### src/rtl/mac_accumulator_if.sv
// rtl/mac_accumulator_if.sv - handshake and buffer bus for the multiply-accumulate engine
//
// Signals:
//   start, ntaps      : accumulation request and product count (controller -> engine)
//   rd, addr          : buffer read enable and address (engine -> buffer)
//   sample, coef      : signed buffer data, one cycle after addr (buffer -> engine)
//   busy, valid, acc  : run status, result strobe and signed result (engine -> controller)
// Modports: slave = engine side, master = controller/buffer side.
interface mac_accumulator_if #(
    parameter int ADDR_W = 5,
    parameter int ACC_W  = 40
);
    logic                start;
    logic [ADDR_W:0]     ntaps;
    logic                rd;
    logic [ADDR_W-1:0]   addr;
    logic signed [15:0]  sample;
    logic signed [15:0]  coef;
    logic                busy;
    logic                valid;
    logic [ACC_W-1:0]    acc;

    modport slave (
        input  start, ntaps, sample, coef,
        output rd, addr, busy, valid, acc
    );

    modport master (
        output start, ntaps, sample, coef,
        input  rd, addr, busy, valid, acc
    );
endinterface

### src/rtl/mac_accumulator.sv
// rtl/mac_accumulator.sv - signed 16x16 multiply-accumulate over a registered sample/coef buffer
//
// Ports:
//   ck    : clock, rising edge
//   rst_n : synchronous active-low reset
//   bus   : mac_accumulator_if.slave (start/ntaps in, rd/addr to buffer, sample/coef back,
//           busy/valid/acc out)
// A run of N products issues addresses 0..N-1 in cycles 1..N, then drains the
// data and product stages in FLUSH1/FLUSH2; the result is strobed in cycle N+3.
module mac_accumulator #(
    parameter int ADDR_W = 5,
    parameter int ACC_W  = 40
) (
    input  logic              ck,
    input  logic              rst_n,
    mac_accumulator_if.slave  bus
);
    typedef enum logic [1:0] {
        IDLE   = 2'd0,
        RUN    = 2'd1,
        FLUSH1 = 2'd2,
        FLUSH2 = 2'd3
    } state_t;

    state_t              state, state_d;
    logic [ADDR_W-1:0]   addr;
    logic [ADDR_W:0]     ntaps_q;
    logic [ADDR_W:0]     ntaps_m1;
    logic                last_addr;
    logic                start_run;
    logic                start_zero;
    logic                d_vld;     // buffer data on sample/coef belongs to this run
    logic                p_vld;     // prod holds a product still to be summed
    logic signed [31:0]  prod;
    logic [ACC_W-1:0]    prod_ext;
    logic [ACC_W-1:0]    sum;
    logic [ACC_W-1:0]    sum_next;
    logic [ACC_W-1:0]    acc;
    logic                valid;

    assign start_run  = (state == IDLE) && bus.start && (bus.ntaps != '0);
    assign start_zero = (state == IDLE) && bus.start && (bus.ntaps == '0);
    assign ntaps_m1   = ntaps_q - 1'b1;
    assign last_addr  = ({1'b0, addr} == ntaps_m1);
    assign prod_ext   = {{(ACC_W-32){prod[31]}}, prod};

    // The final product lands in the same edge that leaves FLUSH2, so the
    // result register takes the post-add value rather than the stored sum.
    assign sum_next   = p_vld ? (sum + prod_ext) : sum;

    always_ff @(posedge ck) begin
        if (!rst_n) begin
            state <= IDLE;
        end else begin
            state <= state_d;
        end
    end

    always_comb begin
        state_d = state;
        case (state)
            IDLE:    if (start_run) state_d = RUN;
            RUN:     if (last_addr) state_d = FLUSH1;
            FLUSH1:  state_d = FLUSH2;
            FLUSH2:  state_d = IDLE;
            default: state_d = IDLE;
        endcase
    end

    always_ff @(posedge ck) begin
        if (!rst_n) begin
            addr    <= '0;
            ntaps_q <= '0;
            d_vld   <= 1'b0;
            p_vld   <= 1'b0;
            prod    <= '0;
            sum     <= '0;
            acc     <= '0;
            valid   <= 1'b0;
        end else begin
            d_vld <= (state == RUN);
            p_vld <= d_vld;
            valid <= (state == FLUSH2) || start_zero;
            if (d_vld) begin
                prod <= bus.sample * bus.coef;
            end
            if (start_run) begin
                ntaps_q <= bus.ntaps;
                addr    <= '0;
                sum     <= '0;
            end else begin
                if (state == RUN) begin
                    addr <= addr + 1'b1;
                end
                sum <= sum_next;
            end
            if (state == FLUSH2) begin
                acc <= sum_next;
            end else if (start_zero) begin
                acc <= '0;
            end
        end
    end

    assign bus.rd    = (state == RUN);
    assign bus.addr  = addr;
    assign bus.busy  = (state != IDLE);
    assign bus.valid = valid;
    assign bus.acc   = acc;
endmodule
### src/flat_wrapper.sv
// flat-port wrapper written by rule: the top's interface ports become plain ports
module mac_accumulator_flat 
#(
    parameter int ADDR_W = 5,
    parameter int ACC_W  = 40
)
  (ck, rst_n, bus_start, bus_ntaps, bus_sample, bus_coef, bus_rd, bus_addr, bus_busy, bus_valid, bus_acc);
  mac_accumulator_if #(.ADDR_W(ADDR_W), .ACC_W(ACC_W)) bus_i ();
  input  logic ck;
  input  logic rst_n;
  input wire logic [$bits(bus_i.start)-1:0] bus_start;
  input wire logic [$bits(bus_i.ntaps)-1:0] bus_ntaps;
  input wire logic [$bits(bus_i.sample)-1:0] bus_sample;
  input wire logic [$bits(bus_i.coef)-1:0] bus_coef;
  output wire logic [$bits(bus_i.rd)-1:0] bus_rd;
  output wire logic [$bits(bus_i.addr)-1:0] bus_addr;
  output wire logic [$bits(bus_i.busy)-1:0] bus_busy;
  output wire logic [$bits(bus_i.valid)-1:0] bus_valid;
  output wire logic [$bits(bus_i.acc)-1:0] bus_acc;
  assign bus_i.start = bus_start;
  assign bus_i.ntaps = bus_ntaps;
  assign bus_i.sample = bus_sample;
  assign bus_i.coef = bus_coef;
  assign bus_rd = bus_i.rd;
  assign bus_addr = bus_i.addr;
  assign bus_busy = bus_i.busy;
  assign bus_valid = bus_i.valid;
  assign bus_acc = bus_i.acc;
  mac_accumulator #(.ADDR_W(ADDR_W), .ACC_W(ACC_W)) u_core (.ck(ck), .rst_n(rst_n), .bus(bus_i));
endmodule
### config.mk
export PLATFORM = sky130hd
export DESIGN_NAME = mac_accumulator_flat
export DESIGN_NICKNAME = d
export VERILOG_FILES = /design/src/rtl/mac_accumulator_if.sv /design/src/rtl/mac_accumulator.sv /design/src/flat_wrapper.sv
export SDC_FILE = /design/constraint.sdc
export NUM_CORES = 1
export LEC_CHECK = 0
export BUFFER_PORTS_ARGS = -buffer_cell sky130_fd_sc_hd__buf_4
export CAP_MARGIN = 10
export CORE_MARGIN = 2
export CORE_UTILIZATION = 40
export CTS_CLUSTER_SIZE = 16
export DETAILED_ROUTE_END_ITERATION = 8
export GPL_TIMING_DRIVEN = 0
export HOLD_SLACK_MARGIN = 0.02
export PLACE_DENSITY = 0.58
export RECOVER_POWER = 50
export SLEW_MARGIN = 10
export SYNTH_ARGS = -nofsm -noshare
export SYNTH_HDL_FRONTEND = slang
export SYNTH_SLANG_ARGS = --single-unit
### constraint.sdc
create_clock -name ck -period 7.8 [get_ports ck]
set_input_delay 1.95 -clock ck [delete_from_list [all_inputs] [get_ports ck]]
set_output_delay 1.95 -clock ck [all_outputs]
set_load 0.05 [all_outputs]
# Yosys cells after proc, flatten, opt, wreduce, memory -nomap -nowiden
# Cells that the tools add are included.
# classes
addsub	3
n_mul	1
n_eq_ne	6
n_mux	6
bitwise_logic	1
n_reduce_logical	11
# op_table
op	count
2-to-1 mux 40 bit	3
adder 40 bit	1
multiplier 16 x 16 -> 32 bit	1
case mux 2 bit (4 select lines)	1
equality test 5 x 6 -> 1 bit	1
logical NOT 6 bit	1
nonzero test 6 bit	1
subtractor 6 x 1 -> 6 bit (second input constant)	1
adder 5 x 1 -> 5 bit (second input constant)	1
equality test 2 bit (second input constant)	2
2-to-1 mux 2 bit	2
!= test 2 x 1 -> 1 bit (second input constant)	2
nonzero test 2 bit	2
logical AND 1 bit	3
equality test 2 x 1 -> 1 bit (second input constant)	1
logical NOT 2 bit	1
AND reduction 2 bit	1
OR reduction 2 bit	1
logical OR 1 bit	1
inverter 1 bit	1
# totals
reg_bits	128
output_inout_bits	48
word_cells	37

# Depth between registers and ports, before layout
# Gate-level depths: netlist of run 1.
# logic_depth
word_depth	5
mapped_depth	26
mapped_depth_nobuf	25

# Worst setup path after synthesis of run 1
# OpenSTA, ideal clock, no wires.
# synth_timing
path_type	input to register
start	input bus_sample[15]
end	register u_core.prod[30]
t_arrival_ps	7913
required_ps	7705
path_slack_ps	-208
stages	24
path_buffers	1
cell_sequence	clkbuf_1 nand2_1 inv_1 fa_1 inv_1 fa_1 inv_1 fa_1 inv_1 fa_1 fa_1 fa_1 inv_1 ha_1 a21o_1 a21o_1 a21o_1 a2111oi_2 or3_1 o21ai_1 o31a_1 o311ai_1 mux2_1 o311ai_1
# synth_via
elab_chain_cells	1
# synth_lines
element	line	source
start: declaration	flat_wrapper.sv:13	input wire logic [$bits(bus_i.sample)-1:0] bus_sample;
multiplier 16 x 16 -> 32 bit	mac_accumulator.sv:85	prod <= bus.sample * bus.coef;
end signal: assignment	mac_accumulator.sv:85	
end: declaration	mac_accumulator.sv:34	logic signed [31:0] prod;
# No other way between the ends.
# A chain may end at the register's enable or synchronous reset.

# Worst setup path in the final report of run 1
# layout_timing
start	input bus_sample[10]
end	register u_core.prod[30]
# Same word-level chain as after synthesis.

==> flow_metrics.env, run 1 <==
export IMPL_run_status="completed"
export IMPL_yosysUniqueCellTypes=62
export IMPL_synthesis_nets=2268
export IMPL_io_buffer_count=88
export IMPL_firstDrtPassIters=5
export IMPL_critical_path_startpoint_type="input pin"
export IMPL_critical_path_endpoint_type="register"
export IMPL_avgSynthCellArea_um2=8.99
export IMPL_clk_root_buffer_cell="sky130_fd_sc_hd__clkbuf_16"
export IMPL_drt_wirelength_per_cell_um=16.3
export IMPL_wire_length_of_the_first_global_routing_pass_um=67700
export IMPL_coreArea_um2=40700
export IMPL_synth_cell_area_um2=16500
export IMPL_cts_clk_slew_worst_paths_ns=0.06
export IMPL_floorplan_io_pins=89
export IMPL_critPathRequiredTime_ns=8.12
export IMPL_worst_r2r_cell_count=12
export IMPL_highest_clock_rate_ghz=0.131
export IMPL_period_minus_slack_ns=7.62
export IMPL_r2r_slack_ns=4.41
export IMPL_timing_max_cap_violations=0
export IMPL_multi_input_area_um2=12700
export IMPL_report_final_slew_viol_count=0
export IMPL_layout_cell_share_with_drive_strength_beyond_1_pct=8.52
export IMPL_yosys_register_bits=128
export IMPL_floorplan_die_area_um2=42900
export IMPL_critical_hold_path_startpoint="u_core.bus.acc[33]$_SDFFE_PN0P_"
export IMPL_global_route_overflow_total=0
export IMPL_placedInstanceArea_um2=17900
export IMPL_met3_global_route_usage_pct=2.59
export IMPL_gr_usage_met1_pct=26.6
export IMPL_clock_skew_final_ns=0.0130
export IMPL_fillerInstances=4054
export IMPL_number_of_synthesized_flops_with_an_enable_pin=0
export IMPL_finalCritPeriodShare_pct=97.7
export IMPL_area_delta_synth_final_pct=13.0
export IMPL_critical_path_class="input pin to register"
export IMPL_synth_flop_cell="sky130_fd_sc_hd__dfxtp_1"
export IMPL_num_nets_final=2378
export IMPL_worst_r2r_startpoint="u_core.prod[0]$_SDFFE_PN0P_"
export IMPL_report_final_setup_viol=0
export IMPL_cts_tree="done"
export IMPL_initial_core_util_pct=40.5
export IMPL_gpl_final_weighted_congestion=0.889
export IMPL_clockBufferDepth=2
export IMPL_worst_skew_late_latency_ns=0.42
export IMPL_synth_sequential_area_ratio_pct=15.5
export IMPL_layout_cells_most_common="sky130_fd_sc_hd__inv_1"
export IMPL_numClockSinks=128
export IMPL_route_vias_total=12600
export IMPL_antennaDiodeCount=0
export IMPL_worstHoldEndpoint="u_core.bus.acc[33]$_SDFFE_PN0P_"
export IMPL_maximum_number_of_pins_on_one_net_before_global_route_repair=17
export IMPL_placement_rows=74
export IMPL_grtUsageTotal_pct=19.5
export IMPL_timing_rr_end="u_core.bus.acc[34]$_SDFFE_PN0P_"
export IMPL_via_count_of_the_first_global_routing_pass=13100
export IMPL_floorplan_die_width_um=207
export IMPL_timing_max_slew_rel_slack_pct=41.6
export IMPL_whs_path_depth=2
export IMPL_layout_cells_most_common_list="303 x sky130_fd_sc_hd__inv_1, 259 x sky130_fd_sc_hd__fa_1, 183 x sky130_fd_sc_hd__nand2_1, 130 x sky130_fd_sc_hd__nor2_1, 128 x sky130_fd_sc_hd__dfxtp_1"
export IMPL_cts_buffer_count=17
export IMPL_regArea_um2=2560
export IMPL_final_design_area_no_fill_um2=18700
export IMPL_timing_critical_path_arrival_ns=7.94
export IMPL_path_category_of_the_worst_min_delay_check="register to register"
export IMPL_postRouteWirelength_um=40700
export IMPL_hold_buffers=0
export IMPL_transition_time_at_the_pin_with_the_least_slew_margin_ns=0.876
export IMPL_grt_most_used_layer="met2"
export IMPL_grt_util_met2_pct=33.0
export IMPL_post_synth_arst_share_pct=0
export IMPL_fp_dieH_um=207
export IMPL_route_detailed_drc=0
export IMPL_holdWs_ns=0.455
export IMPL_drt_first_iter_violations=593
export IMPL_postSynthCellCount=1836
export IMPL_h_tree_depth=4
export IMPL_route_antenna_remaining_nets=0
export IMPL_timing_critical_path_fanout_max=7
export IMPL_synth_warnings=0
export IMPL_antenna_found_initial=1
export IMPL_finalHoldViolations=0
export IMPL_vias_per_cell=5.07
export IMPL_dp_final_hpwl_um=34800
export IMPL_netlist_top_cells_area="sky130_fd_sc_hd__fa_1 32%, sky130_fd_sc_hd__dfxtp_1 16%, sky130_fd_sc_hd__ha_1 9.7%"
export IMPL_synth_top_area_share_pct=31.9
export IMPL_yosysTopAreaCell="sky130_fd_sc_hd__fa_1"
-- critical path, cell delays in order --
cell and delay, ns:
sky130_fd_sc_hd__buf_4 0.17, sky130_fd_sc_hd__buf_8 0.12, sky130_fd_sc_hd__nand2_1 0.07, sky130_fd_sc_hd__fa_1 0.48
sky130_fd_sc_hd__fa_1 0.54, sky130_fd_sc_hd__inv_1 0.05, sky130_fd_sc_hd__fa_1 0.49, sky130_fd_sc_hd__inv_1 0.06
sky130_fd_sc_hd__fa_1 0.53, sky130_fd_sc_hd__inv_1 0.06, sky130_fd_sc_hd__fa_1 0.51, sky130_fd_sc_hd__fa_2 0.60
sky130_fd_sc_hd__ha_4 0.21, sky130_fd_sc_hd__a21o_1 0.16, sky130_fd_sc_hd__a21o_1 0.17, sky130_fd_sc_hd__a21o_1 0.18
sky130_fd_sc_hd__a41oi_2 0.24, sky130_fd_sc_hd__o31a_1 0.28, sky130_fd_sc_hd__nor3_2 0.07, sky130_fd_sc_hd__o31a_1 0.31
sky130_fd_sc_hd__o311ai_2 0.28, sky130_fd_sc_hd__mux2_1 0.36, sky130_fd_sc_hd__o311ai_1 0.07
-- sequential cells by signal, summed over array words and instances (netlist names) --
name	flops
u_core.bus.addr	5
u_core.p_vld	1
u_core.state	2
u_core.bus.valid	1
u_core.ntaps_q	6
u_core.bus.acc	40
u_core.sum	40
u_core.d_vld	1
u_core.prod	32
-- layer usage --
| layer | wire length [um] | vias to the layer above |
|---|---|---|
| met5 | 0 | - |
| met4 | 736 | 0 |
| met3 | 1400 | 42 |
| met2 | 19900 | 233 |
| met1 | 18700 | 6293 |
| li1 | - | 6051 |
-- stage by stage --
step	setup TNS, ns	utilization (%)	cells	worst slack (ns)
2_1_floorplan	0	-	1836	0.000474
3_3_place_gp	-6.43	43.8	2456	-0.902
3_5_place_dp	-6.58	43.8	2456	-0.914
4_1_cts	0	45.5	2484	0.00110
5_1_grt	-0.00327	45.8	2491	-0.00327
6_report	0	45.8	2491	0.177
-- synth_stat cells, drive strengths merged (9+ instances only) --
cell      n
nand2b   10
clkbuf   67
dfxtp   128
a22oi    15
inv     308
nand3    20
fa      263
o21ai    59
nor3     13
mux2i    47
ha      128
mux2     13
a21oi    56
and2    131
nand2   186
a21o     51
a211oi   15
o21bai    9
xor2     19
xnor2    61
a31oi    13
nand4     9
nor2    130
-- how the worst max path moves through the flow --
| stage | to | slack (ns) | startpoint | cells past startpoint |
|---|---|---|---|---|
| global placement | u_core.prod[30]$_SDFFE_PN0P_ | -0.90 | bus_sample[10] | 23 |
| finish | u_core.prod[30]$_SDFFE_PN0P_ | 0.18 | bus_sample[10] | 23 |
| floorplan | u_core.prod[30]$_SDFFE_PN0P_ | 0.0005 | bus_coef[3] | 23 |
| global route | u_core.prod[30]$_SDFFE_PN0P_ | -0.003 | bus_sample[7] | 23 |
| CTS | u_core.prod[31]$_SDFFE_PN0P_ | 0.001 | bus_sample[5] | 22 |
| detailed placement | u_core.prod[30]$_SDFFE_PN0P_ | -0.91 | bus_sample[9] | 23 |
-- logic make-up after synthesis --
| family | after synthesis | synth area share [%] |
|---|---|---|
| AOI/OAI and AO/OA | 267 | 11.0 |
| xor gates and xnor gates | 80 | 4.25 |
| adders and majority gates | 391 | 41.6 |
| buffers and inverters | 380 | 8.64 |
| DFF | 128 | 15.5 |
| muxes | 60 | 3.74 |
| and+or+nand+nor | 530 | 15.2 |
-- cell type report --
type                       count  area share [%]
timing repair buffer         106            3.45
tap                          532            3.57
inverter                     308            6.22
sequential                   128            13.7
multi-input combinational   1328            68.1
clock buffer                  18            2.35
clock inverter                14           0.973
buffer                        57            1.63
-- repair_timing --
| action | CTS | global route |
|---|---|---|
| gates resized for setup | 20 | 70 |
| setup endpoints to repair | 8 | 6 |
| buffers inserted | 5 | 13 |
| pin swaps | 7 | 24 |
Power of run 1 is not shown: default switching activity piles up to over one toggle a cycle in this logic, so the estimate is an artifact.
==> run 2, diff against run 1 <==
CTS_BUF_LIST = sky130_fd_sc_hd__clkbuf_8   (was default)
==> run 2 against run 1 <==
Sequential share of layout area grew 0.18 points. Cell area is 1.3% lower. Wire length decreased by 0.95%. First-iteration DRC count increased by 8.1%. Via count grew 0.16%. Utilization is 0.59 points lower. Non-clock buffer count shrank 2. Count of clock-buffer cells in the layout stayed put. Hold slack gained 0.0051 ns. Critical path type unchanged. Largest cell class unchanged.
==> flow_metrics.env, run 2 (synthesized netlist as in run 1, its figures left out) <==
export IMPL_tns_ns=0
export IMPL_critPathRequiredTime_ns=8.16
export IMPL_antennaDiodeCount=0
export IMPL_grtUsageTotal_pct=19.3
export IMPL_layout_cells_most_common_list="300 x sky130_fd_sc_hd__inv_1, 256 x sky130_fd_sc_hd__fa_1, 184 x sky130_fd_sc_hd__nand2_1, 130 x sky130_fd_sc_hd__nor2_1, 128 x sky130_fd_sc_hd__dfxtp_1"
export IMPL_fillerInstances=4081
export IMPL_clockBufferDepth=2
export IMPL_clock_skew_final_ns=0.0162
export IMPL_via_count_of_the_first_global_routing_pass=12900
export IMPL_io_buffer_count=88
export IMPL_floorplan_die_width_um=207
export IMPL_worst_r2r_cell_count=12
export IMPL_wire_length_of_the_first_global_routing_pass_um=67200
export IMPL_transition_time_at_the_pin_with_the_least_slew_margin_ns=0.866
export IMPL_route_antenna_remaining_nets=0
export IMPL_report_final_setup_viol=0
export IMPL_fp_dieH_um=207
export IMPL_cp_num_buf_inv=6
export IMPL_cp_endpoint="u_core.prod[31]$_SDFFE_PN0P_"
export IMPL_placedInstanceArea_um2=17900
export IMPL_timing_max_slew_rel_slack_pct=42.3
export IMPL_drt_wirelength_per_cell_um=16.2
export IMPL_timing_critical_path_fanout_max=10
export IMPL_cpLargestDelayFamily="adder cells"
export IMPL_vias_per_cell=5.08
export IMPL_final_design_area_no_fill_um2=18400
export IMPL_highest_clock_rate_ghz=0.130
export IMPL_cts_tree="done"
export IMPL_path_category_of_the_worst_min_delay_check="register to register"
export IMPL_drt_first_iter_violations=641
export IMPL_gpl_final_weighted_congestion=0.889
export IMPL_route_vias_total=12600
export IMPL_most_used_cell_along_the_critical_path="sky130_fd_sc_hd__fa_1"
export IMPL_layout_cells_most_common="sky130_fd_sc_hd__inv_1"
export IMPL_crit_slowest_cell="sky130_fd_sc_hd__fa_1"
export IMPL_coreArea_um2=40700
export IMPL_critical_path_max_stage_delay_ns=0.53
export IMPL_layout_top_registers="u_core.bus.acc x40, u_core.sum x40, u_core.prod x32"
export IMPL_critical_path_startpoint_type="input pin"
export IMPL_period_minus_slack_ns=7.68
export IMPL_dp_final_hpwl_um=34800
export IMPL_worst_r2r_startpoint="u_core.prod[0]$_SDFFE_PN0P_"
export IMPL_postRouteWirelength_um=40300
export IMPL_firstDrtPassIters=5
export IMPL_worst_skew_late_latency_ns=0.44
export IMPL_run_status="completed"
export IMPL_finalCoreUtilization_pct=45.2
export IMPL_clk_root_buffer_cell="sky130_fd_sc_hd__clkbuf_8"
export IMPL_setup_repair_after_global_routing_missed_its_margin="true"
export IMPL_placement_rows=74
export IMPL_report_final_slew_viol_count=0
export IMPL_num_nets_final=2376
export IMPL_antenna_found_initial=1
export IMPL_initial_core_util_pct=40.5
export IMPL_hold_buffers=0
export IMPL_area_delta_synth_final_pct=11.6
export IMPL_r2r_slack_ns=4.40
export IMPL_cts_clk_slew_worst_paths_ns=0.08
export IMPL_critical_path_class="input pin to register"
export IMPL_layout_cell_share_with_drive_strength_beyond_1_pct=8.48
export IMPL_finalHoldViolations=0
export IMPL_timing_max_cap_violations=0
export IMPL_cts_buffer_count=17
export IMPL_floorplan_io_pins=89
export IMPL_route_detailed_drc=0
export IMPL_global_route_overflow_total=0
export IMPL_timing_rr_end="u_core.bus.acc[34]$_SDFFE_PN0P_"
export IMPL_numClockSinks=128
export IMPL_worst_setup_path_start="bus_coef[5]"
export IMPL_timing_critical_path_arrival_ns=8.04
export IMPL_maximum_number_of_pins_on_one_net_before_global_route_repair=17
export IMPL_worstPathCellList="buf_4 > buf_2 > and2_1 > fa_1 > inv_1 > fa_1 > fa_1 > inv_1 > fa_1 > fa_1 > inv_1 > fa_1 > inv_1 > ha_1 > a21o_1 > a211o_1 > a31o_1 > nand3_2 > a31oi_2 > or3_1 > a31oi_2 > nor4_1 > nor4_2"
export IMPL_h_tree_depth=4
export IMPL_floorplan_die_area_um2=42900
export IMPL_critical_path_endpoint_type="register"
export IMPL_finalCritPeriodShare_pct=98.5
export IMPL_cp_num_cells=23
-- run 2: cell types whose count changed in the layout (fill, tap and decap cells not counted), sizes merged --
| cell | delta |
|---|---|
| clkbuf | -1 |
| buf | -1 |
-- run 2: routing by layer --
metal	track usage [%]	wire, um	share of wire (%)
met1	26.6	18600	46
met2	32.9	20100	50
met3	2.58	1130	2.8
met4	3.30	561	1.4
met5	0	0	0
-- run 2: final cells by class --
cell class | instances | area, um^2 | area share, %
buffer | 54 | 273 | 1.48
tap | 532 | 666 | 3.62
multi-input combinational | 1328 | 12700 | 68.8
sequential | 128 | 2560 | 13.9
inverter | 308 | 1160 | 6.33
timing repair buffer | 107 | 643 | 3.49
clock inverter | 14 | 181 | 0.985
clock buffer | 18 | 248 | 1.35
-- run 2: repair_timing --
action / CTS / global route
cloned: 0 / 1
gates resized for setup: 16 / 58
buffers inserted: 3 / 15
setup endpoints to repair: 5 / 5
pin swaps: 6 / 23
-- run 2: worst min path at each step --
stage,depth (start not counted),startpoint,endpoint
after floorplan,2,u_core.prod[0]$_SDFFE_PN0P_,u_core.prod[0]$_SDFFE_PN0P_
after global placement,2,u_core.bus.acc[23]$_SDFFE_PN0P_,u_core.bus.acc[23]$_SDFFE_PN0P_
after detailed placement,2,u_core.bus.acc[24]$_SDFFE_PN0P_,u_core.bus.acc[24]$_SDFFE_PN0P_
after CTS,2,u_core.bus.acc[39]$_SDFFE_PN0P_,u_core.bus.acc[39]$_SDFFE_PN0P_
after global routing,2,u_core.bus.acc[32]$_SDFFE_PN0P_,u_core.bus.acc[32]$_SDFFE_PN0P_
final,2,u_core.bus.acc[31]$_SDFFE_PN0P_,u_core.bus.acc[31]$_SDFFE_PN0P_
-- run 2: metrics by stage --
step                hold slack, ns  std cells  setup WS, ns
global placement             0.441       2456        -0.902
finish                       0.460       2489         0.120
detailed placement           0.449       2456        -0.914
CTS                          0.465       2478       0.00734
global route                 0.485       2489       -0.0622
floorplan                    0.445       1836      0.000474
-- run 2: worst register-to-register path, stage by stage, from the launching register on --
cell	delay, ns
sky130_fd_sc_hd__dfxtp_1	0.34
sky130_fd_sc_hd__ha_1	0.23
sky130_fd_sc_hd__fa_1	0.48
sky130_fd_sc_hd__a21o_1	0.20
sky130_fd_sc_hd__a21o_1	0.23
sky130_fd_sc_hd__a211o_1	0.36
sky130_fd_sc_hd__a211o_1	0.28
sky130_fd_sc_hd__nand3_1	0.20
sky130_fd_sc_hd__a31oi_1	0.24
sky130_fd_sc_hd__o41ai_2	0.31
sky130_fd_sc_hd__xnor2_1	0.10
sky130_fd_sc_hd__mux2i_1	0.20
sky130_fd_sc_hd__o21ai_1	0.09
Power of run 2 is left out for the same reason.
==> run 3, diff against run 2 <==
ABC_AREA = 1   (was default)
CORE_UTILIZATION = 30   (was 40)
GPL_TIMING_DRIVEN = default   (was 0)
PLACE_DENSITY = 0.46   (was 0.58)
==> run 3 against run 2 <==
The run now ends with max-capacitance violations, max-slew violations left. Setup slack improved by 0.55 ns. Synthesized area increased by 12%. Hold slack improved by 0.0066 ns. Wire length increased by 36%. Synthesized cell count increased by 44%. Non-clock buffer count decreased by 56. Utilization decreased by 12 points. Via count increased by 27%. Critical endpoint is now u_core.prod[20]$_SDFFE_PN0P_.
==> flow_metrics.env, run 3 <==
export IMPL_maximum_number_of_pins_on_one_net_before_global_route_repair=82
export IMPL_critical_path_startpoint_type="input pin"
export IMPL_clk_root_buffer_cell="sky130_fd_sc_hd__clkbuf_8"
export IMPL_drt_wirelength_per_cell_um=15.8
export IMPL_dp_cells=3436
export IMPL_cts_buffer_count=17
export IMPL_critPathRequiredTime_ns=8.20
export IMPL_layout_cells_most_common_list="714 x sky130_fd_sc_hd__nand2_1, 602 x sky130_fd_sc_hd__inv_1, 263 x sky130_fd_sc_hd__fa_1, 197 x sky130_fd_sc_hd__nor2_1, 128 x sky130_fd_sc_hd__ha_1"
export IMPL_io_buffer_count=88
export IMPL_coreArea_um2=61400
export IMPL_yosys_register_bits=128
export IMPL_synth_cell_area_um2=18500
export IMPL_wire_length_of_the_first_global_routing_pass_um=91100
export IMPL_timing_critical_path_fanout_max=16
export IMPL_postRouteWirelength_um=54800
export IMPL_antenna_found_initial=0
export IMPL_firstDrtPassIters=5
export IMPL_area_delta_synth_final_pct=9.29
export IMPL_clock_skew_final_ns=0.0148
export IMPL_fillerInstances=6709
export IMPL_grtUsageTotal_pct=18.1
export IMPL_placement_rows=91
export IMPL_post_synth_arst_share_pct=0
export IMPL_hold_buffers=0
export IMPL_timing_max_cap_violations=2
export IMPL_numClockSinks=128
export IMPL_critical_path_endpoint_type="register"
export IMPL_violations="max-capacitance violations, max-slew violations"
export IMPL_yosysMostFrequentCell="sky130_fd_sc_hd__nand2_1"
export IMPL_cts_tree="done"
export IMPL_holdWs_ns=0.467
export IMPL_cts_setup_buffers=0
export IMPL_floorplan_io_pins=89
export IMPL_h_tree_depth=4
export IMPL_initial_core_util_pct=30.2
export IMPL_avgSynthCellArea_um2=7.03
export IMPL_synthesis_nets=3067
export IMPL_highest_clock_rate_ghz=0.140
export IMPL_layout_cell_share_with_drive_strength_beyond_1_pct=7.43
export IMPL_number_of_synthesized_flops_with_an_enable_pin=0
export IMPL_clockBufferDepth=2
export IMPL_netlist_top_cells_area="sky130_fd_sc_hd__fa_1 28%, sky130_fd_sc_hd__nand2_1 14%, sky130_fd_sc_hd__dfxtp_1 14%"
export IMPL_synth_sequential_area_ratio_pct=13.8
export IMPL_synth_flop_cell="sky130_fd_sc_hd__dfxtp_1"
export IMPL_report_final_slew_viol_count=58
export IMPL_cts_resized=0
export IMPL_run_status="finished, violations left"
export IMPL_tns_ns=0
export IMPL_setup_repair_after_global_routing_missed_its_margin="false"
export IMPL_r2r_slack_ns=5.03
export IMPL_path_category_of_the_worst_min_delay_check="register to register"
export IMPL_layout_cells_most_common="sky130_fd_sc_hd__nand2_1"
export IMPL_transition_time_at_the_pin_with_the_least_slew_margin_ns=1.95
export IMPL_worst_r2r_cell_count=14
export IMPL_yosysTopAreaCell="sky130_fd_sc_hd__fa_1"
export IMPL_dp_final_hpwl_um=45500
export IMPL_critical_path_class="input pin to register"
export IMPL_report_final_setup_viol=0
export IMPL_drt_first_iter_violations=852
export IMPL_route_vias_total=16000
export IMPL_global_route_overflow_total=0
export IMPL_period_minus_slack_ns=7.13
export IMPL_route_antenna_remaining_nets=0
export IMPL_antennaDiodeCount=0
export IMPL_timing_max_slew_rel_slack_pct=-29.8
export IMPL_finish_cell_count_without_fillers=3468
export IMPL_route_detailed_drc=0
export IMPL_worst_skew_late_latency_ns=0.47
export IMPL_timing_critical_path_arrival_ns=7.54
export IMPL_synth_warnings=0
export IMPL_cts_clk_slew_worst_paths_ns=0.09
export IMPL_yosysUniqueCellTypes=47
export IMPL_vias_per_cell=4.62
export IMPL_whs_path_depth=2
export IMPL_yosys_top_cells_count="714 x sky130_fd_sc_hd__nand2_1, 602 x sky130_fd_sc_hd__inv_1, 263 x sky130_fd_sc_hd__fa_1"
export IMPL_num_nets_final=3097
export IMPL_floorplan_die_area_um2=63800
export IMPL_layout_top_registers="u_core.bus.acc x40, u_core.sum x40, u_core.prod x32"
export IMPL_finalCoreUtilization_pct=33.0
export IMPL_fp_dieH_um=253
export IMPL_gpl_final_weighted_congestion=0.908
export IMPL_finalHoldViolations=0
export IMPL_finalCritPeriodShare_pct=91.4
export IMPL_via_count_of_the_first_global_routing_pass=17000
export IMPL_postSynthCellCount=2635
export IMPL_synth_top_area_share_pct=28.4
export IMPL_floorplan_die_width_um=253
-- run 3: final timing paths --
path | end | startpoint
setup / recovery | u_core.prod[20]$_SDFFE_PN0P_ | bus_sample[15]
hold / removal | u_core.bus.acc[29]$_SDFFE_PN0P_ | u_core.bus.acc[29]$_SDFFE_PN0P_
setup reg to reg | u_core.bus.acc[26]$_SDFFE_PN0P_ | u_core.prod[0]$_SDFFE_PN0P_
hold reg to reg | u_core.bus.acc[29]$_SDFFE_PN0P_ | u_core.bus.acc[29]$_SDFFE_PN0P_
-- run 3: kinds of logic (layout without fill, tap and decap cells) --
family	count (synthesis)	in the layout	share of synthesized area (%)
simple gates	1157	1157	26.0
buf+inv	701	744	14.3
fa+ha+maj	391	391	37.0
compound gates	209	209	6.50
flops	128	128	13.8
xor+xnor	45	45	2.13
mux	4	4	0.216
-- run 3: metal layers --
layer  routed length (um)  global-route usage (%)
met5                    0                       0
met4                  514                    2.94
met3                 2040                    2.06
met2                26900                    31.5
met1                25400                    24.3
-- run 3: cell type report --
class | instances | area, um^2 | area share [%]
Sequential cell | 128 | 2560 | 12.7
Clock inverter | 14 | 180 | 0.889
Inverter | 607 | 2280 | 11.2
Timing Repair Buffer | 105 | 668 | 3.30
Multi-Input combinational cell | 1806 | 13300 | 65.8
Tap cell | 790 | 988 | 4.88
Clock buffer | 18 | 248 | 1.22
-- run 3: stage by stage --
step / setup WS, ns / instance area, um^2
6_report: 0.668 / 20300
5_1_grt: 0.268 / 20300
4_1_cts: 0.613 / 20400
3_3_place_gp: 0.0995 / 19900
3_5_place_dp: 0.132 / 19900
2_1_floorplan: 0.502 / 18500
-- run 3: critical path: stages --
cell and delay [ns]:
sky130_fd_sc_hd__buf_4 0.17, sky130_fd_sc_hd__nand2_1 0.13, sky130_fd_sc_hd__inv_1 0.09, sky130_fd_sc_hd__fa_1 0.63, sky130_fd_sc_hd__inv_1 0.08, sky130_fd_sc_hd__fa_1 0.53
sky130_fd_sc_hd__inv_1 0.05, sky130_fd_sc_hd__fa_1 0.50, sky130_fd_sc_hd__inv_1 0.06, sky130_fd_sc_hd__fa_1 0.56, sky130_fd_sc_hd__fa_1 0.43, sky130_fd_sc_hd__fa_1 0.49
sky130_fd_sc_hd__inv_1 0.04, sky130_fd_sc_hd__ha_1 0.37, sky130_fd_sc_hd__nand4_1 0.22, sky130_fd_sc_hd__nor2_1 0.40, sky130_fd_sc_hd__nand4_1 0.21, sky130_fd_sc_hd__a31o_2 0.29
sky130_fd_sc_hd__nand3_1 0.12, sky130_fd_sc_hd__o211ai_1 0.11, sky130_fd_sc_hd__inv_1 0.09
Power of run 3 is left out for the same reason.
